## config.mk

```make
export PLATFORM = sky130hd
export DESIGN_NAME = cache_tag_array
export DESIGN_NICKNAME = d
export VERILOG_FILES = /design/src/rtl/cache_tag_array_pkg.sv /design/src/rtl/cache_tag_array_tag_way_ram.sv /design/src/rtl/cache_tag_array.sv
export SDC_FILE = /design/constraint.sdc
export NUM_CORES = 2
export LEC_CHECK = 0
export BUFFER_PORTS_ARGS = -buffer_cell sky130_fd_sc_hd__buf_2
export CAP_MARGIN = 0
export CORE_ASPECT_RATIO = 2
export CORE_UTILIZATION = 45
export CTS_CLUSTER_DIAMETER = 120
export DETAILED_ROUTE_END_ITERATION = 10
export PLACE_DENSITY_LB_ADDON = 0.2
export SYNTH_ARGS = -nofsm -noshare
export SYNTH_HDL_FRONTEND = slang
export SYNTH_HIERARCHICAL = 1
export SYNTH_SLANG_ARGS = --single-unit
```

## constraint.sdc

```tcl
create_clock -name clka -period 3.7 [get_ports clka]
set_input_delay 0.185 -clock clka [delete_from_list [all_inputs] [get_ports clka]]
set_output_delay 0.185 -clock clka [all_outputs]
set_load 0.01 [all_outputs]
```

## src/rtl/cache_tag_array_pkg.sv

```systemverilog
// Shared defaults and flush-engine state encoding for the multi-way cache tag store.
package cache_tag_array_pkg;

  localparam int DEF_WAYS  = 2;
  localparam int DEF_SETS  = 64;
  localparam int DEF_TAG_W = 20;

  typedef enum logic [1:0] {
    IDLE = 2'd0,
    WALK = 2'd1,
    DONE = 2'd2
  } flush_st_t;

endpackage

```

## src/rtl/cache_tag_array_tag_way_ram.sv

```systemverilog
// One way of tag storage: SETS x TAG_W array, synchronous write, registered read.
// A read and write to the same set in one cycle returns the pre-write tag.
module tag_way_ram #(
  parameter int SETS  = 64,
  parameter int TAG_W = 20,
  parameter int SET_W = $clog2(SETS)
) (
  input  logic             clka,
  input  logic             wr_en,
  input  logic [SET_W-1:0] wr_set,
  input  logic [TAG_W-1:0] wr_tag,
  input  logic             rd_en,
  input  logic [SET_W-1:0] rd_set,
  output logic [TAG_W-1:0] rd_tag
);

  logic [TAG_W-1:0] mem [SETS];

  always_ff @(posedge clka) begin
    if (wr_en) mem[wr_set] <= wr_tag;
    if (rd_en) rd_tag <= mem[rd_set];
  end

endmodule

```

## src/rtl/cache_tag_array.sv

```systemverilog
// Multi-way tag/valid/dirty store with 1-cycle lookup and a SETS+2 cycle flush engine.
// Optional same-set write-to-lookup forwarding is enabled by defining TAG_BYPASS_EN.
module cache_tag_array
  import cache_tag_array_pkg::*;
#(
  parameter int WAYS  = DEF_WAYS,
  parameter int SETS  = DEF_SETS,
  parameter int TAG_W = DEF_TAG_W,
  parameter int SET_W = $clog2(SETS)
) (
  input  logic                  clka,
  input  logic                  rst_n,
  input  logic                  wr_en,
  input  logic [WAYS-1:0]       wr_way,
  input  logic [SET_W-1:0]      wr_set,
  input  logic [TAG_W-1:0]      wr_tag,
  input  logic                  wr_valid,
  input  logic                  wr_dirty,
  input  logic                  rd_en,
  input  logic [SET_W-1:0]      rd_set,
  input  logic [TAG_W-1:0]      rd_tag,
  output logic [WAYS*TAG_W-1:0] rd_tags,
  output logic [WAYS-1:0]       rd_valid,
  output logic [WAYS-1:0]       rd_dirty,
  output logic [WAYS-1:0]       rd_hit,
  output logic                  rd_any_hit,
  input  logic                  flush_req,
  output logic                  ready,
  output logic                  flush_done
);

  localparam logic [SET_W-1:0] LAST_SET = SET_W'(SETS - 1);

  flush_st_t        state_q, state_d;
  logic [SET_W-1:0] cnt_q, cnt_d;

  logic [WAYS-1:0]  v_mem [SETS];
  logic [WAYS-1:0]  d_mem [SETS];
  logic [TAG_W-1:0] ram_tag [WAYS];
  logic [TAG_W-1:0] tag_eff [WAYS];
  logic [WAYS-1:0]  lk_valid, lk_dirty;
  logic [WAYS-1:0]  valid_q, dirty_q;
  logic [TAG_W-1:0] cmp_q;
  logic             wr_ok;

  assign wr_ok = wr_en & ready;

  for (genvar w = 0; w < WAYS; w++) begin : g_way
    tag_way_ram #(.SETS(SETS), .TAG_W(TAG_W), .SET_W(SET_W)) u_ram (
      .clka   (clka),
      .wr_en  (wr_ok & wr_way[w]),
      .wr_set (wr_set),
      .wr_tag (wr_tag),
      .rd_en  (rd_en),
      .rd_set (rd_set),
      .rd_tag (ram_tag[w])
    );
  end

  // Flush engine: state register, next-state logic, outputs.
  always_ff @(posedge clka) begin
    if (!rst_n) begin
      state_q <= IDLE;
      cnt_q   <= '0;
    end else begin
      state_q <= state_d;
      cnt_q   <= cnt_d;
    end
  end

  always_comb begin
    state_d = state_q;
    cnt_d   = cnt_q;
    case (state_q)
      IDLE: if (flush_req) begin
        state_d = WALK;
        cnt_d   = '0;
      end
      WALK: if (cnt_q == LAST_SET) state_d = DONE;
            else cnt_d = cnt_q + SET_W'(1);
      DONE: begin
        state_d = IDLE;
        cnt_d   = '0;
      end
      default: state_d = IDLE;
    endcase
  end

  always_comb begin
    ready      = (state_q == IDLE);
    flush_done = (state_q == DONE);
  end

  always_ff @(posedge clka) begin
    if (!rst_n) begin
      for (int s = 0; s < SETS; s++) begin
        v_mem[s] <= '0;
        d_mem[s] <= '0;
      end
    end else if (state_q == WALK) begin
      v_mem[cnt_q] <= '0;
      d_mem[cnt_q] <= '0;
    end else if (wr_ok) begin
      for (int w = 0; w < WAYS; w++) begin
        if (wr_way[w]) begin
          v_mem[wr_set][w] <= wr_valid;
          d_mem[wr_set][w] <= wr_dirty;
        end
      end
    end
  end

`ifdef TAG_BYPASS_EN
  logic             byp;
  logic [WAYS-1:0]  fwd_q;
  logic [TAG_W-1:0] fwd_tag_q;

  assign byp = wr_ok && rd_en && (wr_set == rd_set);

  always_ff @(posedge clka) begin
    if (!rst_n) begin
      fwd_q     <= '0;
      fwd_tag_q <= '0;
    end else if (rd_en) begin
      fwd_q     <= byp ? wr_way : '0;
      fwd_tag_q <= wr_tag;
    end
  end

  always_comb begin
    for (int w = 0; w < WAYS; w++) tag_eff[w] = fwd_q[w] ? fwd_tag_q : ram_tag[w];
  end
`else
  always_comb begin
    for (int w = 0; w < WAYS; w++) tag_eff[w] = ram_tag[w];
  end
`endif

  always_comb begin
    lk_valid = v_mem[rd_set];
    lk_dirty = d_mem[rd_set];
`ifdef TAG_BYPASS_EN
    for (int w = 0; w < WAYS; w++) begin
      if (byp && wr_way[w]) begin
        lk_valid[w] = wr_valid;
        lk_dirty[w] = wr_dirty;
      end
    end
`endif
    // A lookup while the flush engine is busy reports nothing.
    if (!ready) begin
      lk_valid = '0;
      lk_dirty = '0;
    end
  end

  always_ff @(posedge clka) begin
    if (!rst_n) begin
      valid_q <= '0;
      dirty_q <= '0;
      cmp_q   <= '0;
    end else if (rd_en) begin
      valid_q <= lk_valid;
      dirty_q <= lk_dirty & lk_valid;
      cmp_q   <= rd_tag;
    end
  end

  always_comb begin
    rd_tags = '0;
    rd_hit  = '0;
    for (int w = 0; w < WAYS; w++) begin
      if (valid_q[w]) rd_tags[w*TAG_W +: TAG_W] = tag_eff[w];
      rd_hit[w] = valid_q[w] && (tag_eff[w] == cmp_q);
    end
    rd_valid   = valid_q;
    rd_dirty   = dirty_q;
    rd_any_hit = |rd_hit;
  end

endmodule

```

==> flow_metrics.py <==
metrics = {
    "critical_path": {
        "worst_ep_required_time_ps": 3510,
        "crit_fanout": 2,
        "cp-start-kind": "register",
        "critPathKind": "register to output port",
        "setup.worst_path.end_class": "output port",
        "worstPathArrival_ps": 3630,
    },
    "status": {
        "violations": "max-capacitance violations, max-slew violations, negative setup slack",
        "status": "finished with violations",
    },
    "clock_network": {
        "clk_pin_slew_ps": 70,
        "cts_htree_levels": 4,
        "postCtsSetupBuffers": 0,
        "clockRootBuffer": "clkbuf_16",
        "clock_path_buffers": 4,
        "ctsHoldBuffers": 56,
        "cts_sinks": 2888,
        "cts_tree": "done",
        "numCtsBuffers": 245,
        "insertion_delay_ps": 930,
        "cts_resized": 0,
    },
    "global_route": {
        "grt_max_degree": 105,
        "grt_pass1_vias": 60000,
        "grt_pass1_wl_mm": 457,
        "antenna_found_initial": 37,
        "grt_overflow_total": 0,
        "track_usage_pct": 25.7,
    },
    "drt": {
        "ant_nets": 0,
        "drt_iter0_drc": 5980,
        "first_pass_iters": 7,
        "wl_per_cell_um": 33.6,
        "drc_errors": 0,
        "vias": 58700,
        "vias_per_cell": 6.02,
        "drt_wl_total_mm": 328,
    },
    "sta": {
        "period_share_pct": 103,
        "setup-violations-final": 2,
        "period_needed_ps": 3810,
        "max_slew_margin_pct": -16.8,
        "worst_slack_ps": -114,
        "finClkSkew_ps": 69.6,
        "slew_violations": 6,
        "report.final.hold_viol_count": 0,
        "rsz0062_at_grt": "false",
        "fmax_mhz": 262,
        "worst_pin_slew_ps": 1730,
    },
    "pwr": {
        "peakVddDrop_mv": 0.425,
        "power_density_nw_per_um2": 515,
        "leakagePower_nw": 41.9,
    },
    "final_layout": {
        "fin_nets": 6254,
        "area_growth_pct": 13.9,
        "fin_util_pct": 51.5,
        "drive_gt1_share_pct": 26.4,
        "num-fill-cells": 20200,
    },
    "floorplanning": {
        "num_io_pins": 110,
        "core_um2": 252000,
        "start_util_pct": 45.2,
        "rows": 261,
        "fp.dieW_um": 358,
        "fp.dieH_um": 714,
        "die-area_um2": 256000,
    },
    "synth": {
        "synth_most_common_cell": "edfxtp_1",
        "synth_edf_count": 2856,
        "netlist_area_um2": 114000,
        "synth_area_leader_cell": "edfxtp_1",
        "ys.flop_type": "edfxtp_1",
        "ys_ff_latch": 2888,
        "avgSynthCellArea_um2": 20.0,
        "synthArstFlopShare_pct": 0,
        "ys_warn_count": 6,
        "syn_nets": 5771,
        "ys_types": 74,
        "netlist_instances": 5709,
        "yosysSeqAreaShare_pct": 75.7,
        "synth_common_cells": "edfxtp_1, mux4_2, nor2_1, mux2i_1, o21ai_0",
        "synth_area_leaders": "edfxtp_1, mux4_2, mux2i_1",
        "synth_top_area_share_pct": 75.2,
    },
    "placed_design": {
        "dp_hpwl_mm": 216,
        "gp_congestion": 0.944,
        "numPortBuffers": 109,
        "place_ws_ps": -146,
    },
    "flow_run": {
        "max-cap-violations": 1,
    },
    "min_path": {
        "min_path_type": "primary input to register",
    },
}
==> critical path, cell delays in order (launching register included) <==
cell and delay (ps):
edfxtp_1 850, xor2_1 160, nor4_2 300, buf_4 220, nand3_1 90, nor4_1 700
or2_2 240, buf_2 120
==> path summary, 6_finish.rpt <==
kind                             start                         to  slack, ps  cells past startpoint
max          g_way[1].u_ram/rd_tag[10]                 rd_any_hit       -110                      7
min                          rd_tag[6]                   cmp_q[6]         50                      4
min reg2reg                   cmp_q[1]                   cmp_q[1]        580                      2
max reg2reg                 state_q[0]  g_way[0].u_ram/mem[56][6]        500                      6
==> cell families (layout without fill, tap and decap cells) <==
kind of cell / Yosys count / count (layout) / share of synthesized area, %
buffers and inverters: 362 / 1046 / 1.76
adder cells (fa/ha/maj): 1 / 1 / 0.0110
other: 0 / 81 / 0
flip-flops: 2888 / 2888 / 75.7
AO/OA/AOI/OAI: 640 / 640 / 3.66
multiplexers: 1006 / 1006 / 15.3
AND/OR/NAND/NOR: 767 / 767 / 3.24
XOR/XNOR: 45 / 45 / 0.345
==> metrics by stage <==
step           TNS (ps)  instances  total power, mW  hold slack (ps)  area (um^2)
2_1_floorplan         0       5709             38.9              284       114000
3_3_place_gp       -331       9169             40.9              442       121000
3_5_place_dp       -358       9176             40.9              456       121000
4_1_cts               0       9680             67.4             3.54       130000
5_1_grt               0       9758             68.6             47.6       130000
6_report           -125       9761             67.0             54.7       130000
==> routing by layer <==
metal | part of all wire [%] | track usage, %
met1 | 34 | 28.8
met2 | 54 | 46.3
met3 | 5.6 | 3.00
met4 | 7.1 | 15.8
met5 | 0.011 | 0
==> final cells by class <==
type | instances | area [um^2] | share of cell area, %
multi-input cells | 2459 | 26100 | 20.1
clock inverters | 168 | 1840 | 1.41
flip-flops and latches | 2888 | 86400 | 66.5
well taps | 3287 | 4110 | 3.16
clock buffers | 280 | 6310 | 4.86
diodes | 81 | 203 | 0.156
inverters | 4 | 15.0 | 0.0116
repair buffers | 594 | 5000 | 3.85
==> registers in the layout (all words and copies together) (netlist names) <==
register,cells
state_q,2
g_way.u_ram/mem,2560
cmp_q,20
cnt_q,6
g_way.u_ram/rd_tag,40
v_mem,128
rd_valid,2
rd_dirty,2
d_mem,128
==> placed cells by master, fill, tap and decap left out, types with 81 or more instances in the layout <==
cell type  netlist  final
a22oi_1        152    152
buf_2          131     83
buf_4           56    403
clkbuf_16        0    247
diode_2          0     81
edfxtp_1      2856   2856
mux2i_1        408    408
mux4_2         575    575
nor2_1         423    297
nor2_2           2    127
o21ai_0        185    178
o22ai_1        104    104
==> power breakdown <==
| part | switching [mW] | internal, mW | leakage, nW |
|---|---|---|---|
| combinational | 2.54 | 1.38 | 11.7 |
| sequential | 0.185 | 36.1 | 26.3 |
| clock | 12.0 | 14.8 | 3.98 |
Note: power is estimated with default switching activity, not from simulation.
